==> src/rtl/cpu_pkg.sv <==
// Shared opcode constants, FSM state type and decoded-control bundle for cpu_seq.
// CPU_SEQ_SINGLE_STEP_EN adds the PAUSE state used for single-stepping.
package cpu_pkg;

    localparam logic [3:0] OP_LDA  = 4'd0;
    localparam logic [3:0] OP_LDB  = 4'd1;
    localparam logic [3:0] OP_LDAD = 4'd2;
    localparam logic [3:0] OP_LDBD = 4'd3;
    localparam logic [3:0] OP_ALU  = 4'd4;
    localparam logic [3:0] OP_ALUS = 4'd5;
    localparam logic [3:0] OP_JMP  = 4'd6;
    localparam logic [3:0] OP_JMPX = 4'd7;
    localparam logic [3:0] OP_JC   = 4'd8;
    localparam logic [3:0] OP_JNC  = 4'd9;
    localparam logic [3:0] OP_JZ   = 4'd10;
    localparam logic [3:0] OP_JNZ  = 4'd11;
    localparam logic [3:0] OP_HLT  = 4'd12;

    typedef enum logic [1:0] {
        FETCH = 2'd0,
        EXEC  = 2'd1,
`ifdef CPU_SEQ_SINGLE_STEP_EN
        PAUSE = 2'd3,
`endif
        HALT  = 2'd2
    } state_t;

    typedef struct packed {
        logic aload;
        logic bload;
        logic dsel;
        logic rfload;
        logic opsel;
        logic jump;
        logic halt;
    } ctrl_t;

    localparam ctrl_t CTRL_NONE = '{default: 1'b0};

    function automatic logic [3:0] pc_inc(input logic [3:0] p);
        return p + 4'd1;
    endfunction

endpackage

==> src/rtl/cpu_seq_if.sv <==
// Instruction-memory fetch bus between cpu_seq (master) and the memory (slave).
interface cpu_seq_if;

    logic       imem_req;
    logic [3:0] imem_addr;
    logic       imem_ack;
    logic [7:0] imem_data;

    modport master (output imem_req, output imem_addr, input imem_ack, input imem_data);
    modport slave  (input imem_req, input imem_addr, output imem_ack, output imem_data);

endinterface

==> src/rtl/ins_dec.sv <==
// Instruction decoder: opcode plus registered flags to datapath control.
module ins_dec
    import cpu_pkg::*;
(
    input  logic [3:0] opcode,
    input  logic       carry,
    input  logic       zero,
    output ctrl_t      ctrl
);

    // Decode table; conditional jumps resolve against the stored flags.
    always_comb begin
        ctrl = CTRL_NONE;
        case (opcode)
            OP_LDA:  ctrl.aload = 1'b1;
            OP_LDB:  ctrl.bload = 1'b1;
            OP_LDAD: begin
                ctrl.aload = 1'b1;
                ctrl.dsel  = 1'b1;
            end
            OP_LDBD: begin
                ctrl.bload = 1'b1;
                ctrl.dsel  = 1'b1;
            end
            OP_ALU:  ctrl.rfload = 1'b1;
            OP_ALUS: begin
                ctrl.rfload = 1'b1;
                ctrl.opsel  = 1'b1;
            end
            OP_JMP:  ctrl.jump = 1'b1;
            OP_JMPX: ctrl.jump = 1'b1;
            OP_JC:   ctrl.jump = carry;
            OP_JNC:  ctrl.jump = ~carry;
            OP_JZ:   ctrl.jump = zero;
            OP_JNZ:  ctrl.jump = ~zero;
            OP_HLT:  ctrl.halt = 1'b1;
            default: ctrl = CTRL_NONE;
        endcase
    end

endmodule

==> src/rtl/cpu_seq.sv <==
// Fetch/execute sequencer for a 4-bit-address CPU; decode lives in ins_dec.
// Define CPU_SEQ_SINGLE_STEP_EN to add the step input and PAUSE state.
module cpu_seq
    import cpu_pkg::*;
(
    input  logic       clk,
    input  logic       rst_n,
    cpu_seq_if.master  imem,
    input  logic       alu_carry,
    input  logic       alu_zero,
`ifdef CPU_SEQ_SINGLE_STEP_EN
    input  logic       step,
`endif
    output logic       aload,
    output logic       bload,
    output logic       dsel,
    output logic       rfload,
    output logic       opsel,
    output logic       str,
    output logic [3:0] operand,
    output logic [3:0] pc,
    output logic       halted
);

    state_t     state_r;
    state_t     state_nxt_s;
    logic [3:0] pc_r;
    logic [3:0] pc_nxt_s;
    logic [7:0] ir_r;
    logic       carry_r;
    logic       zero_r;
    logic       run_r;
    logic       fetch_done_s;
    logic       exec_s;
    ctrl_t      ctrl_s;

    ins_dec u_ins_dec (
        .opcode (ir_r[7:4]),
        .carry  (carry_r),
        .zero   (zero_r),
        .ctrl   (ctrl_s)
    );

    // run_r keeps the request low for the partial cycle after reset release,
    // so a stale acknowledge from an abandoned fetch cannot be taken.
    assign fetch_done_s = run_r && (state_r == FETCH) && imem.imem_ack;
    assign exec_s       = (state_r == EXEC);

    // State, PC, instruction register and flag registers.
    always_ff @(posedge clk or negedge rst_n) begin
        if (!rst_n) begin
            state_r <= FETCH;
            pc_r    <= 4'd0;
            ir_r    <= 8'd0;
            carry_r <= 1'b0;
            zero_r  <= 1'b0;
            run_r   <= 1'b0;
        end else begin
            state_r <= state_nxt_s;
            pc_r    <= pc_nxt_s;
            run_r   <= 1'b1;
            if (fetch_done_s) begin
                ir_r <= imem.imem_data;
            end else begin
                ir_r <= ir_r;
            end
            if (exec_s && ctrl_s.rfload) begin
                carry_r <= alu_carry;
                zero_r  <= alu_zero;
            end else begin
                carry_r <= carry_r;
                zero_r  <= zero_r;
            end
        end
    end

    // Next-state and next-PC logic.
    always_comb begin
        state_nxt_s = state_r;
        pc_nxt_s    = pc_r;
        case (state_r)
            FETCH: begin
                if (fetch_done_s) begin
                    state_nxt_s = EXEC;
                end else begin
                    state_nxt_s = FETCH;
                end
            end
            EXEC: begin
                if (ctrl_s.halt) begin
                    state_nxt_s = HALT;
                    pc_nxt_s    = pc_r;
                end else begin
                    if (ctrl_s.jump) begin
                        pc_nxt_s = ir_r[3:0];
                    end else begin
                        pc_nxt_s = pc_inc(pc_r);
                    end
`ifdef CPU_SEQ_SINGLE_STEP_EN
                    state_nxt_s = PAUSE;
`else
                    state_nxt_s = FETCH;
`endif
                end
            end
            HALT: state_nxt_s = HALT;
`ifdef CPU_SEQ_SINGLE_STEP_EN
            PAUSE: begin
                if (step) begin
                    state_nxt_s = FETCH;
                end else begin
                    state_nxt_s = PAUSE;
                end
            end
`endif
            default: begin
                state_nxt_s = FETCH;
                pc_nxt_s    = pc_r;
            end
        endcase
    end

    assign imem.imem_req  = run_r && (state_r == FETCH);
    assign imem.imem_addr = pc_r;

    assign aload   = exec_s & ctrl_s.aload;
    assign bload   = exec_s & ctrl_s.bload;
    assign dsel    = exec_s & ctrl_s.dsel;
    assign rfload  = exec_s & ctrl_s.rfload;
    assign opsel   = exec_s & ctrl_s.opsel;
    assign str     = exec_s & (ctrl_s.jump | ctrl_s.halt);
    assign operand = ir_r[3:0];
    assign pc      = pc_r;
    assign halted  = (state_r == HALT);

endmodule

==> src/flat_wrapper.sv <==
// flat-port wrapper written by rule: the top's interface ports become plain ports
module cpu_seq_flat import cpu_pkg::*;
  (clk, rst_n, alu_carry, alu_zero, aload, bload, dsel, rfload, opsel, str, operand, pc, halted, imem_imem_req, imem_imem_addr, imem_imem_ack, imem_imem_data);
  cpu_seq_if imem_i ();
  input  logic clk;
  input  logic rst_n;
  input  logic alu_carry;
  input  logic alu_zero;
  output logic aload;
  output logic bload;
  output logic dsel;
  output logic rfload;
  output logic opsel;
  output logic str;
  output logic [3:0] operand;
  output logic [3:0] pc;
  output logic halted;
  output wire logic [$bits(imem_i.imem_req)-1:0] imem_imem_req;
  output wire logic [$bits(imem_i.imem_addr)-1:0] imem_imem_addr;
  input wire logic [$bits(imem_i.imem_ack)-1:0] imem_imem_ack;
  input wire logic [$bits(imem_i.imem_data)-1:0] imem_imem_data;
  assign imem_imem_req = imem_i.imem_req;
  assign imem_imem_addr = imem_i.imem_addr;
  assign imem_i.imem_ack = imem_imem_ack;
  assign imem_i.imem_data = imem_imem_data;
  cpu_seq u_core (.clk(clk), .rst_n(rst_n), .imem(imem_i), .alu_carry(alu_carry), .alu_zero(alu_zero), .aload(aload), .bload(bload), .dsel(dsel), .rfload(rfload), .opsel(opsel), .str(str), .operand(operand), .pc(pc), .halted(halted));
endmodule
==> config.mk <==
export PLATFORM = sky130hd
export DESIGN_NAME = cpu_seq_flat
export DESIGN_NICKNAME = d
export VERILOG_FILES = /design/src/rtl/cpu_pkg.sv /design/src/rtl/cpu_seq_if.sv /design/src/rtl/ins_dec.sv /design/src/rtl/cpu_seq.sv /design/src/flat_wrapper.sv
export SDC_FILE = /design/constraint.sdc
export NUM_CORES = 1
export LEC_CHECK = 0
export ABC_AREA = 1
export ABC_CLOCK_PERIOD_IN_PS = 1300
export CAP_MARGIN = 20
export CORE_MARGIN = 4
export CORE_UTILIZATION = 40
export CTS_CLUSTER_DIAMETER = 60
export DETAILED_ROUTE_END_ITERATION = 10
export GPL_ROUTABILITY_DRIVEN = 0
export GPL_TIMING_DRIVEN = 0
export PLACE_DENSITY = 0.76
export SLEW_MARGIN = 20
export SYNTH_ARGS = -nofsm -noshare
export SYNTH_HDL_FRONTEND = slang
export SYNTH_HIERARCHICAL = 1
export SYNTH_SLANG_ARGS = --single-unit
==> constraint.sdc <==
create_clock -name clk -period 1.3 [get_ports clk]
set_input_delay 0.195 -clock clk [delete_from_list [all_inputs] [get_ports clk]]
set_output_delay 0.195 -clock clk [all_outputs]
set_load 0.1 [all_outputs]
# Yosys cells after proc, flatten, opt, wreduce, memory -nomap -nowiden
# Index checks and enable logic that the tools add are counted.
dict set report totals {
  ramBits 0
  input_bits 13
  elab_cells 53
  n_memories 0
  mem_bits_ro 0
  regBits 17
  out_inout_bits 20
  latch_bits 0
}
dict set report classes {
  muxes 11
  div_mod_pow 0
  n_bitwise 10
  reduce_logical 11
  shifts 0
  n_mul 0
  n_eq_ne 14
  addsub 1
  n_lt_le_gt_ge 0
}
# cell n
set ops {}
lappend ops {{== test 4 bit, second input constant} 5}
lappend ops {{== test 4 x 3 -> 1 bit, second input constant} 4}
lappend ops {{OR reduction 2 bit} 5}
lappend ops {{== test 4 x 2 -> 1 bit, second input constant} 2}
lappend ops {{2-to-1 mux 1 bit} 7}
lappend ops {{AND 1 bit} 6}
lappend ops {{one-hot mux 2 bit (3 select lines)} 1}
lappend ops {{one-hot mux 1 bit (5 select lines)} 1}
lappend ops {{adder 4 x 1 -> 4 bit, second input constant} 1}
lappend ops {{== test 4 x 1 -> 1 bit, second input constant} 1}
lappend ops {{logical NOT 4 bit} 1}
lappend ops {{2-to-1 mux 4 bit} 1}
lappend ops {{logical AND 1 bit} 3}
lappend ops {{NOT 1 bit} 3}
lappend ops {{== test 2 x 1 -> 1 bit, second input constant} 1}
lappend ops {{== test 2 bit, second input constant} 1}
lappend ops {{logical NOT 2 bit} 1}
lappend ops {{2-to-1 mux 2 bit} 1}
lappend ops {{AND reduction 2 bit} 1}
lappend ops {{OR 1 bit} 1}

# Longest topological paths before layout
# Gate-level depths: netlist (run 1).
dict set report logic_depth {
  word_depth 5
  mapped_depth 10
  depth_no_buf 10
}

# Modules after synthesis
# Netlist (run 1), hierarchy kept.
# module area_per_inst_um2 cells_each n_inst seq_area_each_um2
set by_module_without_submodules {}
lappend by_module_without_submodules {cpu_seq 857.1 109 1 425.4}
lappend by_module_without_submodules {ins_dec 101.3 25 1 0.0}

# Worst setup path before layout (run 1)
# OpenSTA, ideal clock, no wires.
dict set report synth_timing {
  path_kind {register -> output}
  startpoint {reg u_core.ir_r[5]}
  endpoint {out str}
  t_required_ns 1.105
  path_buffers 0
  stages_incl_launch_ff 8
  setup_slack_ns -1.266
  arrival_time_ns 2.371
  path_cell_list {dfrtp_1 -> inv_2 -> nand2_1 -> nand3_1 -> nand3_1 -> nand2_1 -> inv_1 -> a21oi_1}
}
# element line_no
set synth_lines {}
lappend synth_lines {{from (decl)} cpu_seq.sv:29} ;# logic [7:0] ir_r;
lappend synth_lines {{from (signal assigned)} cpu_seq.sv:63} ;# ir_r <= imem.imem_data;
lappend synth_lines {{from (signal assigned)} cpu_seq.sv:65} ;# ir_r <= ir_r;
lappend synth_lines {{to (decl)} flat_wrapper.sv:14} ;# output logic str;

==> results by group, run 1 <==
Power
  • Clock power share: 0.070
  • Peak VDD IR: 2161 uV
  • NetSw: 2.201 mW
  • Sequential share of power: 0.237
  • Power per cell area: 2150 nW/um^2
  • Lkg Pwr: 0.8674 nW
  • Switching Share: 0.5615
  • Comb power frac: 0.692
  • Final Power: 3.919 mW
  • Cell Int Power: 1.719 mW

Worst setup path
  • Critical Path Source: u_core/ir_r[5]$_DFFE_PN0P_
  • Critical R2R Launch: u_core/ir_r[4]$_DFFE_PN0P_
  • Worst Path Required: 1.11 ns
  • Worst setup EP type: output pin
  • CP Class: reg -> out
  • CP Max Fanout: 6
  • Worst setup SP type: flip-flop
  • Critical Path AT: 1.55 ns

Yosys
  • Synth warn: 6
  • Synth unique cells: 22
  • Post-synth top cells: nand2_1 (54), dfrtp_1 (17), inv_1 (17), nor2_1 (14), buf_4 (8)
  • Top_reg_cell synth: dfrtp_1
  • Net Count, Synth: 148
  • Post-synth EDFFs: 0
  • Largest family of logic cells by synthesized area: simple AND/OR/NAND/NOR gates
  • Mux contribution to synthesized area: 0
  • Most frequent cell after synthesis: nand2_1
  • #FFs+latches synth: 17
  • Complex-gate fraction of the synthesized area: 0.02350
  • Mapped Cells: 134
  • Post-synthesis xor/xnor area fraction: 0.009138
  • Async S/R FF share, synth: 1.000
  • Top cell type's share of synthesized area: 0.4439
  • Syn Area/Cell: 7.152 um^2
  • Adder-cell share of the synthesized area: 0.01305
  • Dominant cells by area after synthesis: dfrtp_1 (44%), nand2_1 (21%), inv_1 (6.7%)
  • Seq/Total Area, Yosys: 0.4439
  • Post-synthesis cell area: 958.4 um^2
  • Post-Synth Simple-Gate Area: 0.3603
  • Synth area leader: dfrtp_1

Floorplan
  • Row count: 17
  • Die Width: 56.95 um
  • Io pins: 33
  • Height of the die: 56.95 um
  • Core footprint: 2255 um^2
  • Starting Density: 0.4251
  • Die ar.: 3243 um^2

Finish
  • Final Instance Area: 1823 um^2
  • ANT cells: 0
  • Area Growth Syn to Fin: 90.21%
  • Final core utilization: 0.8085
  • Final std cells w/o fill: 216
  • Final net count: 203
  • Share of post-route cells with drive strength above 1: 0.5479

Place
  • Dpl hpwl: 1.686 mm
  • Placed Cells: 194
  • Port Buffers: 32
  • Cell Area, Placed: 1401 um^2
  • Place WS: -1.105 ns

Run
  • Max Cap Violations: 0

Clocking
  • Clock-pin transition on the worst setup and hold timing paths: 0.10 ns
  • H-tree depth: 1
  • Hold_buf cts: 0
  • CTS tree: built
  • Clock tree sinks: 17
  • Max clock buf depth: 2
  • Total CTS buffers: 3
  • Clock Latency Late Sink: 0.28 ns
  • CTS Root Cell: clkbuf_4

Routing
  • Initial DRC count: 23
  • DRC viols: 0
  • WL/cell: 12.70 um
  • DRT antenna net count: 0
  • Vias: 1031
  • Final WL: 2.744 mm
  • First-pass iteration count of the detailed router: 5
  • Vias/cell: 4.773

Timing
  • Setup violators final: 13
  • Worst-Margin Slew: 0.7474 ns
  • Final Hold Slack: 0.3468 ns
  • Final Hold Violating Endpoints: 0
  • Max Fclk: 0.5728 GHz
  • Max Slew Vio Count: 0
  • Tcrit/Tclk final: 1.343
  • RSZ-0062 raised after global routing: true
  • Period minus WS final: 1.746 ns
  • Relative slew slack: 0.5001
  • Final setup margin: -0.4458 ns
  • Total negative slack: -2.423 ns
  • Clk_skew: 0.005754 ns

GRT
  • Grt total ovfl: 0
  • Initial antenna violation count: 0
  • Largest net degree at the start of global routing: 18
  • First-pass GRT wire length: 3.960 mm
  • Number of global-route vias before repair: 921
  • GR Util All Layers: 0.1525

Run status
  • Status: finished, violations left
  • Violated checks: setup timing

Hold path
  • Hold Crit Class: in -> async
==> critical path: stages, from the launching register on <==
cell	delay (ns)
dfrtp_2	0.47
inv_2	0.08
nand2_1	0.05
nand3_1	0.06
nand3_1	0.09
nand2_2	0.10
inv_4	0.06
a21oi_4	0.17
buf_12	0.19
==> power by group through the flow <==
stage | clock [mW] | sequential (mW) | combinational, mW
6_report | 0.276 | 0.930 | 2.71
5_1_grt | 0.311 | 0.959 | 2.83
4_1_cts | 0.284 | 0.917 | 2.46
3_5_place_dp | 0 | 0.922 | 2.25
3_3_place_gp | 0 | 0.914 | 2.23
2_1_floorplan | 0 | 1.32 | 1.38
==> path summary, 6_finish.rpt <==
kind	to	slack, ns	depth (start not counted)
max reg2reg	u_core/imem.imem_addr[0]$_DFFE_PN0P_	-0.15	9
min in group clk	u_core/carry_r$_DFFE_PN0P_	0.45	3
min	u_core/ir_r[1]$_DFFE_PN0P_	0.35	1
min reg2reg	u_core/ir_r[0]$_DFFE_PN0P_	0.51	2
max in group asynchronous	u_core/imem.imem_addr[0]$_DFFE_PN0P_	0.40	1
max	str	-0.45	8
==> kinds of logic (layout without fill, tap and decap cells) <==
logic type      count (synthesis)  in the layout
flops                          17             17
other cells                     1              1
buf+inv                        28             81
compound gates                  4              4
fa+ha+maj                       1              1
xor+xnor                        1              1
simple gates                   82             83
==> routing by layer <==
metal	vias up	GRT usage	part of all wire	wire length, um
met5	-	0	0	0
met4	0	0.05298	0.016	45
met3	4	0.02715	0.032	89
met2	26	0.2790	0.55	1505
met1	497	0.1773	0.40	1103
li1	504	-	-	-
==> flip-flops by register name (all words and copies together) (netlist names) <==
register,flops
u_core/imem.imem_addr,4
u_core/run_r,1
u_core/ir_r,8
u_core/zero_r,1
u_core/state_r,2
u_core/carry_r,1
==> cell type report <==
type                       instances  area (um^2)
clock buffer                       4        26.28
fill                             137        431.7
multi-input combinational         90        583.1
buffer                             8        67.56
timing repair inverter             1        11.26
tap                               28        35.03
timing repair buffer              48        560.5
sequential                        17        440.4
inverter                          20        98.84
==> placed cells by master, fill, tap and decap left out, types with 3 or more instances in the layout <==
master and instances:
nor2_1 6, nand2_1 37, inv_1 9, clkdlybuf4s50_1 12, nor2_2 3, buf_6 14
nand2_4 4, buf_12 10, clkbuf_4 3, dfrtp_2 6, nor2_4 8, buf_4 20
nand3_1 5, dfrtp_1 9, inv_2 6, inv_4 3, nand2_2 15
==> what timing repair did <==
item,in CTS,in global routing
setup buffers,10,8
setup endpoints to repair,24,30
pin swaps,4,14
gates resized for setup,160,45
endpoints found under the hold margin,0,0
gates cloned,0,2
No activity file was read; power rests on OpenSTA's default activity.
==> run 2: changes to the inputs <==
ABC_CLOCK_PERIOD_IN_PS = not set   (was 1300)
CORE_UTILIZATION = 39   (was 40)
PLACE_DENSITY = 0.75   (was 0.76)
SYNTH_HIERARCHICAL = not set   (was 1)
==> results by group, run 2 <==
Timing
  • Final setup margin: -0.4336 ns (was -0.4458 ns)
  • Max Slew Vio Count: 0 (unchanged)
  • Setup violators final: 24 (was 13)
  • Clk_skew: 0.01062 ns (was 0.005754 ns)
  • Worst-Margin Slew: 0.7607 ns (was 0.7474 ns)
  • Tcrit/Tclk final: 1.334 (was 1.343)
  • Final Hold Violating Endpoints: 0 (unchanged)
  • Max Fclk: 0.5768 GHz (was 0.5728 GHz)
  • Period minus WS final: 1.734 ns (was 1.746 ns)
  • Relative slew slack: 0.4913 (was 0.5001)
  • RSZ-0062 raised after global routing: true (unchanged)

Worst setup path
  • CP Max Fanout: 5 (was 6)
  • Critical R2R Launch: u_core.ir_r[5]$_DFFE_PN0P_ (was u_core/ir_r[4]$_DFFE_PN0P_)
  • RR Endpoint: u_core.imem.imem_addr[2]$_DFFE_PN0P_ (was u_core/imem.imem_addr[0]$_DFFE_PN0P_)
  • Worst path bufs/invs: 2 (was 3)
  • Reg2Reg Depth: 10 (was 9)
  • CP Class: reg -> out (unchanged)
  • Worst setup SP type: flip-flop (unchanged)
  • Critical path's top delay family: flip-flops (unchanged)
  • Slowest cell on crit path: dfrtp_2 (unchanged)
  • Max stage delay on crit path: 0.47 ns (about the same)
  • CP Depth: 6 (was 8)
  • Critical Path Source: u_core.ir_r[5]$_DFFE_PN0P_ (was u_core/ir_r[5]$_DFFE_PN0P_)
  • Worst setup path end: str (unchanged)
  • Worst setup EP type: output pin (unchanged)
  • Critical Path AT: 1.54 ns (was 1.55 ns)
  • Cells along the critical path: inv_4 > nand2_2 > nand3_2 > nand3_4 > a31oi_4 > buf_12 (was inv_2 > nand2_1 > nand3_1 > nand3_1 > nand2_2 > inv_4 > a21oi_4 > buf_12)
  • Worst Path Required: 1.11 ns (about the same)
  • R2r setup slk: -0.20 ns (was -0.15 ns)

Clocking
  • Total CTS buffers: 3 (unchanged)
  • H-tree depth: 1 (unchanged)
  • Clock-pin transition on the worst setup and hold timing paths: 0.11 ns (was 0.10 ns)
  • Clock tree sinks: 17 (unchanged)
  • Clock Latency Late Sink: 0.31 ns (was 0.28 ns)
  • CTS Root Cell: clkbuf_4 (unchanged)
  • Max clock buf depth: 2 (unchanged)
  • CTS tree: built (unchanged)

Power
  • Power per cell area: 2277 nW/um^2 (was 2150 nW/um^2)
  • Lkg Pwr: 0.8437 nW (was 0.8674 nW)
  • Peak VDD IR: 1981 uV (was 2161 uV)
  • Final Power: 4.143 mW (was 3.919 mW)

Yosys
  • Dominant cells by area after synthesis: dfrtp_1 (46%), nand2_1 (13%), buf_4 (6.5%) (was dfrtp_1 (44%), nand2_1 (21%), inv_1 (6.7%))
  • Post-synth EDFFs: 0 (unchanged)
  • Complex-gate fraction of the synthesized area: 0.07367 (was 0.02350)
  • Async S/R FF share, synth: 1.000 (unchanged)
  • #FFs+latches synth: 17 (unchanged)
  • Adder-cell share of the synthesized area: 0.01364 (was 0.01305)
  • Synth unique cells: 19 (was 22)
  • Top_reg_cell synth: dfrtp_1 (unchanged)
  • Largest family of logic cells by synthesized area: simple AND/OR/NAND/NOR gates (unchanged)
  • Top cell type's share of synthesized area: 0.4638 (was 0.4439)
  • Seq/Total Area, Yosys: 0.4638 (was 0.4439)
  • Most frequent cell after synthesis: nand2_1 (unchanged)
  • Post-synth top cells: nand2_1 (31), dfrtp_1 (17), inv_1 (14), nand3_1 (11) (was nand2_1 (54), dfrtp_1 (17), inv_1 (17), nor2_1 (14), buf_4 (8))
  • Mux contribution to synthesized area: 0 (unchanged)
  • Syn Area/Cell: 7.906 um^2 (was 7.152 um^2)
  • Net Count, Synth: 130 (was 148)
  • Mapped Cells: 116 (was 134)
  • Post-synthesis xor/xnor area fraction: 0.009550 (was 0.009138)
  • Post-synthesis cell area: 917.1 um^2 (was 958.4 um^2)
  • Synth area leader: dfrtp_1 (unchanged)
  • Post-Synth Simple-Gate Area: 0.2838 (was 0.3603)
  • Synth warn: 0 (was 6)

GRT
  • Met3 GRT Util: 0.03448 (was 0.02715)
  • GR Util All Layers: 0.1690 (was 0.1525)
  • Number of global-route vias before repair: 916 (was 921)
  • M2 GR Usage: 0.3300 (was 0.2790)
  • First-pass GRT wire length: 4.146 mm (was 3.960 mm)
  • Largest net degree at the start of global routing: 18 (unchanged)
  • Met1 usage: 0.1765 (was 0.1773)
  • Grt total ovfl: 0 (unchanged)
  • GRT Max-Usage Layer: met2 (unchanged)
  • Initial antenna violation count: 0 (unchanged)

Floorplan
  • Core footprint: 2233 um^2 (was 2255 um^2)
  • Starting Density: 0.4106 (was 0.4251)
  • Height of the die: 56.50 um (was 56.95 um)
  • Io pins: 33 (unchanged)
  • Die ar.: 3192 um^2 (was 3243 um^2)
  • Row count: 17 (unchanged)
  • Die Width: 56.50 um (was 56.95 um)

Place
  • Dpl hpwl: 1.642 mm (was 1.686 mm)
  • Placed Cells: 176 (was 194)
  • Cell Area, Placed: 1376 um^2 (was 1401 um^2)
  • Port Buffers: 32 (unchanged)

Routing
  • Initial DRC count: 21 (was 23)
  • DRT antenna net count: 0 (unchanged)
  • DRC viols: 0 (unchanged)
  • WL/cell: 15.98 um (was 12.70 um)
  • Vias/cell: 5.039 (was 4.773)
  • Vias: 1028 (was 1031)
  • Final WL: 3.259 mm (was 2.744 mm)
  • First-pass iteration count of the detailed router: 4 (was 5)

Run status
  • Status: finished, violations left (unchanged)
  • Violated checks: setup timing (unchanged)

Finish
  • Fill cell count: 127 (was 137)
  • ANT cells: 0 (unchanged)
  • Commonest non-fill, non-tap cell in the layout: buf_4 (was nand2_1)
  • Max reg flops: 8 (unchanged)
  • Register Area: 441.7 um^2 (was 440.4 um^2)
  • Area Growth Syn to Fin: 98.36% (was 90.21%)
  • Commonest non-fill, non-tap cells in the layout: buf_4 (30), nand2_1 (22), clkdlybuf4s50_1 (12), buf_12 (12) (was nand2_1 (37), buf_4 (20), nand2_2 (15))
  • Multi-input gate area: 523.0 um^2 (was 583.1 um^2)
  • Final net count: 191 (was 203)
  • Share of post-route cells with drive strength above 1: 0.5966 (was 0.5479)
  • Final Instance Area: 1819 um^2 (was 1823 um^2)
  • Most flops, register: u_core.ir_r (was u_core/ir_r)
  • Final std cells w/o fill: 204 (was 216)

Run
  • Max Cap Violations: 0 (unchanged)

Hold path
  • Hold Crit Class: in -> async (unchanged)
[run 2: kinds of logic after synthesis]
logic type	count (synthesis)
AO/OA/AOI/OAI	12
other	1
XOR/XNOR	1
adder cells (fa/ha/maj)	1
flip-flops	17
buffers and inverters	26
AND/OR/NAND/NOR	58
[run 2: cell type report]
class / instances / share of cell area
repair buffers: 56 / 0.3446
multi-input cells: 73 / 0.2875
flip-flops and latches: 17 / 0.2428
clock buffers: 4 / 0.01444
inverters: 17 / 0.04402
well taps: 28 / 0.01926
plain buffers: 9 / 0.04746
[run 2: worst min-delay path by stage]
stage	endpoint	slack [ns]
after CTS	u_core.state_r[1]$_DFF_PN0_	0.37
final	u_core.ir_r[5]$_DFFE_PN0P_	0.32
after global placement	u_core.imem.imem_addr[3]$_DFFE_PN0P_	0.51
after global routing	u_core.ir_r[5]$_DFFE_PN0P_	0.38
after floorplan	u_core.carry_r$_DFFE_PN0P_	-0.10
after detailed placement	u_core.imem.imem_addr[3]$_DFFE_PN0P_	0.54
[run 2: routing by layer]
| layer | share of wire | up-vias |
|---|---|---|
| met3 | 0.054 | 11 |
| met1 | 0.36 | 493 |
| met4 | 0.039 | 0 |
| met5 | 0 | - |
| li1 | - | 474 |
| met2 | 0.55 | 50 |
[run 2: repair_timing]
action / 4_1_cts / 5_1_grt
endpoints found under the hold margin: 0 / 0
setup buffers: 10 / 14
hold buffers: 0 / 0
setup endpoints to repair: 24 / 26
gates resized for setup: 165 / 33
pin swaps: 5 / 5
[run 2: power breakdown]
| group | total, mW | internal (mW) | switching [mW] |
|---|---|---|---|
| sequential | 0.929 | 0.719 | 0.210 |
| clock | 0.304 | 0.120 | 0.184 |
| combinational | 2.91 | 0.984 | 1.93 |
| total | 4.14 | 1.82 | 2.32 |
[run 2: stage by stage]
step           worst slack [ns]  hold WS (ns)  setup TNS (ns)  utilization
6_report                -0.4336        0.3237          -3.984       0.8146
3_5_place_dp             -1.079        0.5422          -13.01       0.6162
3_3_place_gp             -1.038        0.5126          -12.82       0.6162
4_1_cts                 -0.3595        0.3684          -2.114       0.7165
2_1_floorplan           -0.2802       -0.1006          -3.999            -
5_1_grt                 -0.5053        0.3784          -5.506       0.8146
==> run 3: changes to the inputs <==
CORE_UTILIZATION = 40   (was 39)
PLACE_DENSITY = 0.76   (was 0.75)
SYNTH_HIERARCHICAL = 1   (was not set)
==> results of run 3 <==
Final layout, timing and power as in run 1 (identical DEF).
==> patch: new RTL, flow settings as in run 3 <==
Re-encode `state_t` (3 states) as one-hot, 3 bits wide.
--- a/src/rtl/cpu_pkg.sv
+++ b/src/rtl/cpu_pkg.sv
@@ -16,13 +16,13 @@
     localparam logic [3:0] OP_JNZ  = 4'd11;
     localparam logic [3:0] OP_HLT  = 4'd12;
 
-    typedef enum logic [1:0] {
-        FETCH = 2'd0,
-        EXEC  = 2'd1,
+    typedef enum logic [2:0] {
+        FETCH = 3'b001,
+        EXEC  = 3'b010,
 `ifdef CPU_SEQ_SINGLE_STEP_EN
         PAUSE = 2'd3,
 `endif
-        HALT  = 2'd2
+        HALT  = 3'b100
     } state_t;
 
     typedef struct packed {
Check against the original RTL: no difference found for any inputs over 10 cycles, from zero or initial values and one cycle with rst_n low; not proved beyond that.
==> patch against run 3 <==
- setup slack got worse by 0.031 ns
- clock power up 29%
- total power shrank 8.3%
- non-clock buffer count grew 10
- routed wire length is 15% higher
- first-iteration DRC count shrank 13%
- critical path depth fell by 3
- largest cell class unchanged
- largest power group unchanged
- area after synthesis is 6.8% higher
- sequential cell count grew 1
- cell area rose by 8.9%
- die area grew 5.8%
- maximum frequency is 1.8% lower
- highest routed layer unchanged
- the flow still finishes with violations (negative setup slack)
==> patch: results (changes against run 3) <==
.. list-table::
   :header-rows: 1

   * - Metric
     - Value
   * - Global routing usage summed across all routing layers
     - 0.178 (+0.0254)
   * - Unique cell type count in the Yosys netlist
     - 19 (-14%)
   * - Half-perimeter wire length after placement
     - 1.81 mm (+7.4%)
   * - Maximum vdd ir drop
     - 2.51 mV (+16%)
   * - Number of buffers outside the clock class in the layout
     - 66 (+18%)
   * - Count of endpoints failing setup in the final report
     - 24 (+11)
   * - Insertion delay to the later sink of the worst-skew pair
     - 0.30 ns (+0.02 ns)
   * - # nets final
     - 222 (+9.4%)
   * - Proportion of layout cells with a drive suffix above 1
     - 0.531 (-0.0165)
   * - Register cell area after layout
     - 464 um2 (+5.4%)
   * - Largest stage delay, worst path
     - 0.44 ns (-0.03 ns)
   * - Violation count after the first detailed-route iteration
     - 20 (-13%)
   * - FF+latch count
     - 18 (+1)
   * - Final worst-path setup slack
     - -0.477 ns (-0.0314 ns)
   * - Power in the clock group
     - 355 uW (+29%)
   * - Inverters excl. clock
     - 22 (+4.8%)
   * - Input/output buffers
     - 31 (-3.1%)
   * - Largest net degree at the start of global routing
     - 19 (+1)
   * - Failing checks
     - negative setup slack
   * - Register share of the cell area
     - 0.234 (-0.00782)
   * - Clock skew after layout
     - 0.00564 ns (-0.000109 ns)
   * - Seq. pwr
     - 896 uW (-3.7%)
   * - Netlist Area Pre-Place
     - 0.00102 mm2 (+6.8%)
   * - Max transition margin
     - 0.458 (-0.0424)
   * - Sequential share of the synthesized area
     - 0.441 (-0.00254)
   * - Average wire length per cell after detail routing
     - 13.3 um (+4.6%)
   * - Launch instance of the worst register-to-register path
     - u_core/ir_r[7]
   * - Fillers
     - 151 (+10%)
   * - Global routing met2 resource utilization
     - 0.324 (+0.0448)
   * - Result of the run
     - complete, but fails checks
   * - Data arrival at the endpoint of the critical path
     - 1.58 ns (+0.03 ns)
   * - Non-clock buffers, area share
     - 0.372 (+0.0272)
   * - Critical path peak fanout
     - 3 (-3)
   * - R2r endpoint
     - u_core/imem.imem_addr[3]
   * - Worst hold path type
     - in2reg
   * - Clock network area share
     - 0.0183 (+0.00386)
   * - First-pass GRT wire length
     - 4.61 mm (+16%)
   * - Grt met3 use
     - 0.0285 (+0.00136)
   * - Number of cells on the worst reg-to-reg path
     - 8 (-1)
   * - Static leakage power
     - 0.000946 uW (+9.1%)
   * - Multi-input logic cell count
     - 97 (+7.8%)
   * - Net Switching
     - 1900 uW (-14%)
## patch: critical path, delay by kind of cell (launching register included)
kind            cells  cell delay [ns]
simple gates        1             0.28
flops               1             0.44
compound gates      1             0.18
buf+inv             3             0.39
## patch: through the flow
| step | total power (uW) | setup WS (ns) | std cells |
|---|---|---|---|
| 2_1_floorplan | 2320 | -0.352 | 146 |
| 3_3_place_gp | 2700 | -1.10 | 207 |
| 3_5_place_dp | 2720 | -1.11 | 207 |
| 4_1_cts | 3330 | -0.429 | 227 |
| 5_1_grt | 3770 | -0.557 | 237 |
| 6_report | 3600 | -0.477 | 237 |
## patch: per-layer routing
layer	vias to the layer above	routed length (um)
li1	555	-
met1	544	1250
met2	37	1720
met3	6	141
met4	0	36
met5	-	0
## patch: cell families (layout without fill, tap and decap cells)
logic type                 count (synthesis)  after routing  synth area share
AOI/OAI and AO/OA                          2              2           0.00977
adders and majority gates                  1              1            0.0122
buffers and inverters                     31             92             0.144
DFF                                       18             18             0.441
other                                      1              1           0.00366
and+or+nand+nor                           93             93             0.389
## patch: how the worst max path moves through the flow
| stage | from | end | slack [ns] | cells past startpoint |
|---|---|---|---|---|
| after floorplan | u_core/state_r[0] | u_core/ir_r[5] | -0.35 | 5 |
| after CTS | u_core/ir_r[5] | str | -0.43 | 8 |
| after global placement | u_core/ir_r[4] | str | -1.10 | 4 |
| final | u_core/ir_r[7] | str | -0.48 | 5 |
| after global routing | u_core/ir_r[5] | str | -0.56 | 8 |
| after detailed placement | u_core/ir_r[4] | str | -1.11 | 4 |
## patch: what timing repair did
item                       in CTS  in global routing
buffers inserted               16                 12
pin swaps                       9                 14
setup endpoints to repair      32                 33
gates cloned                    0                  0
gates resized for setup       165                 43
hold buffers                    0                  0
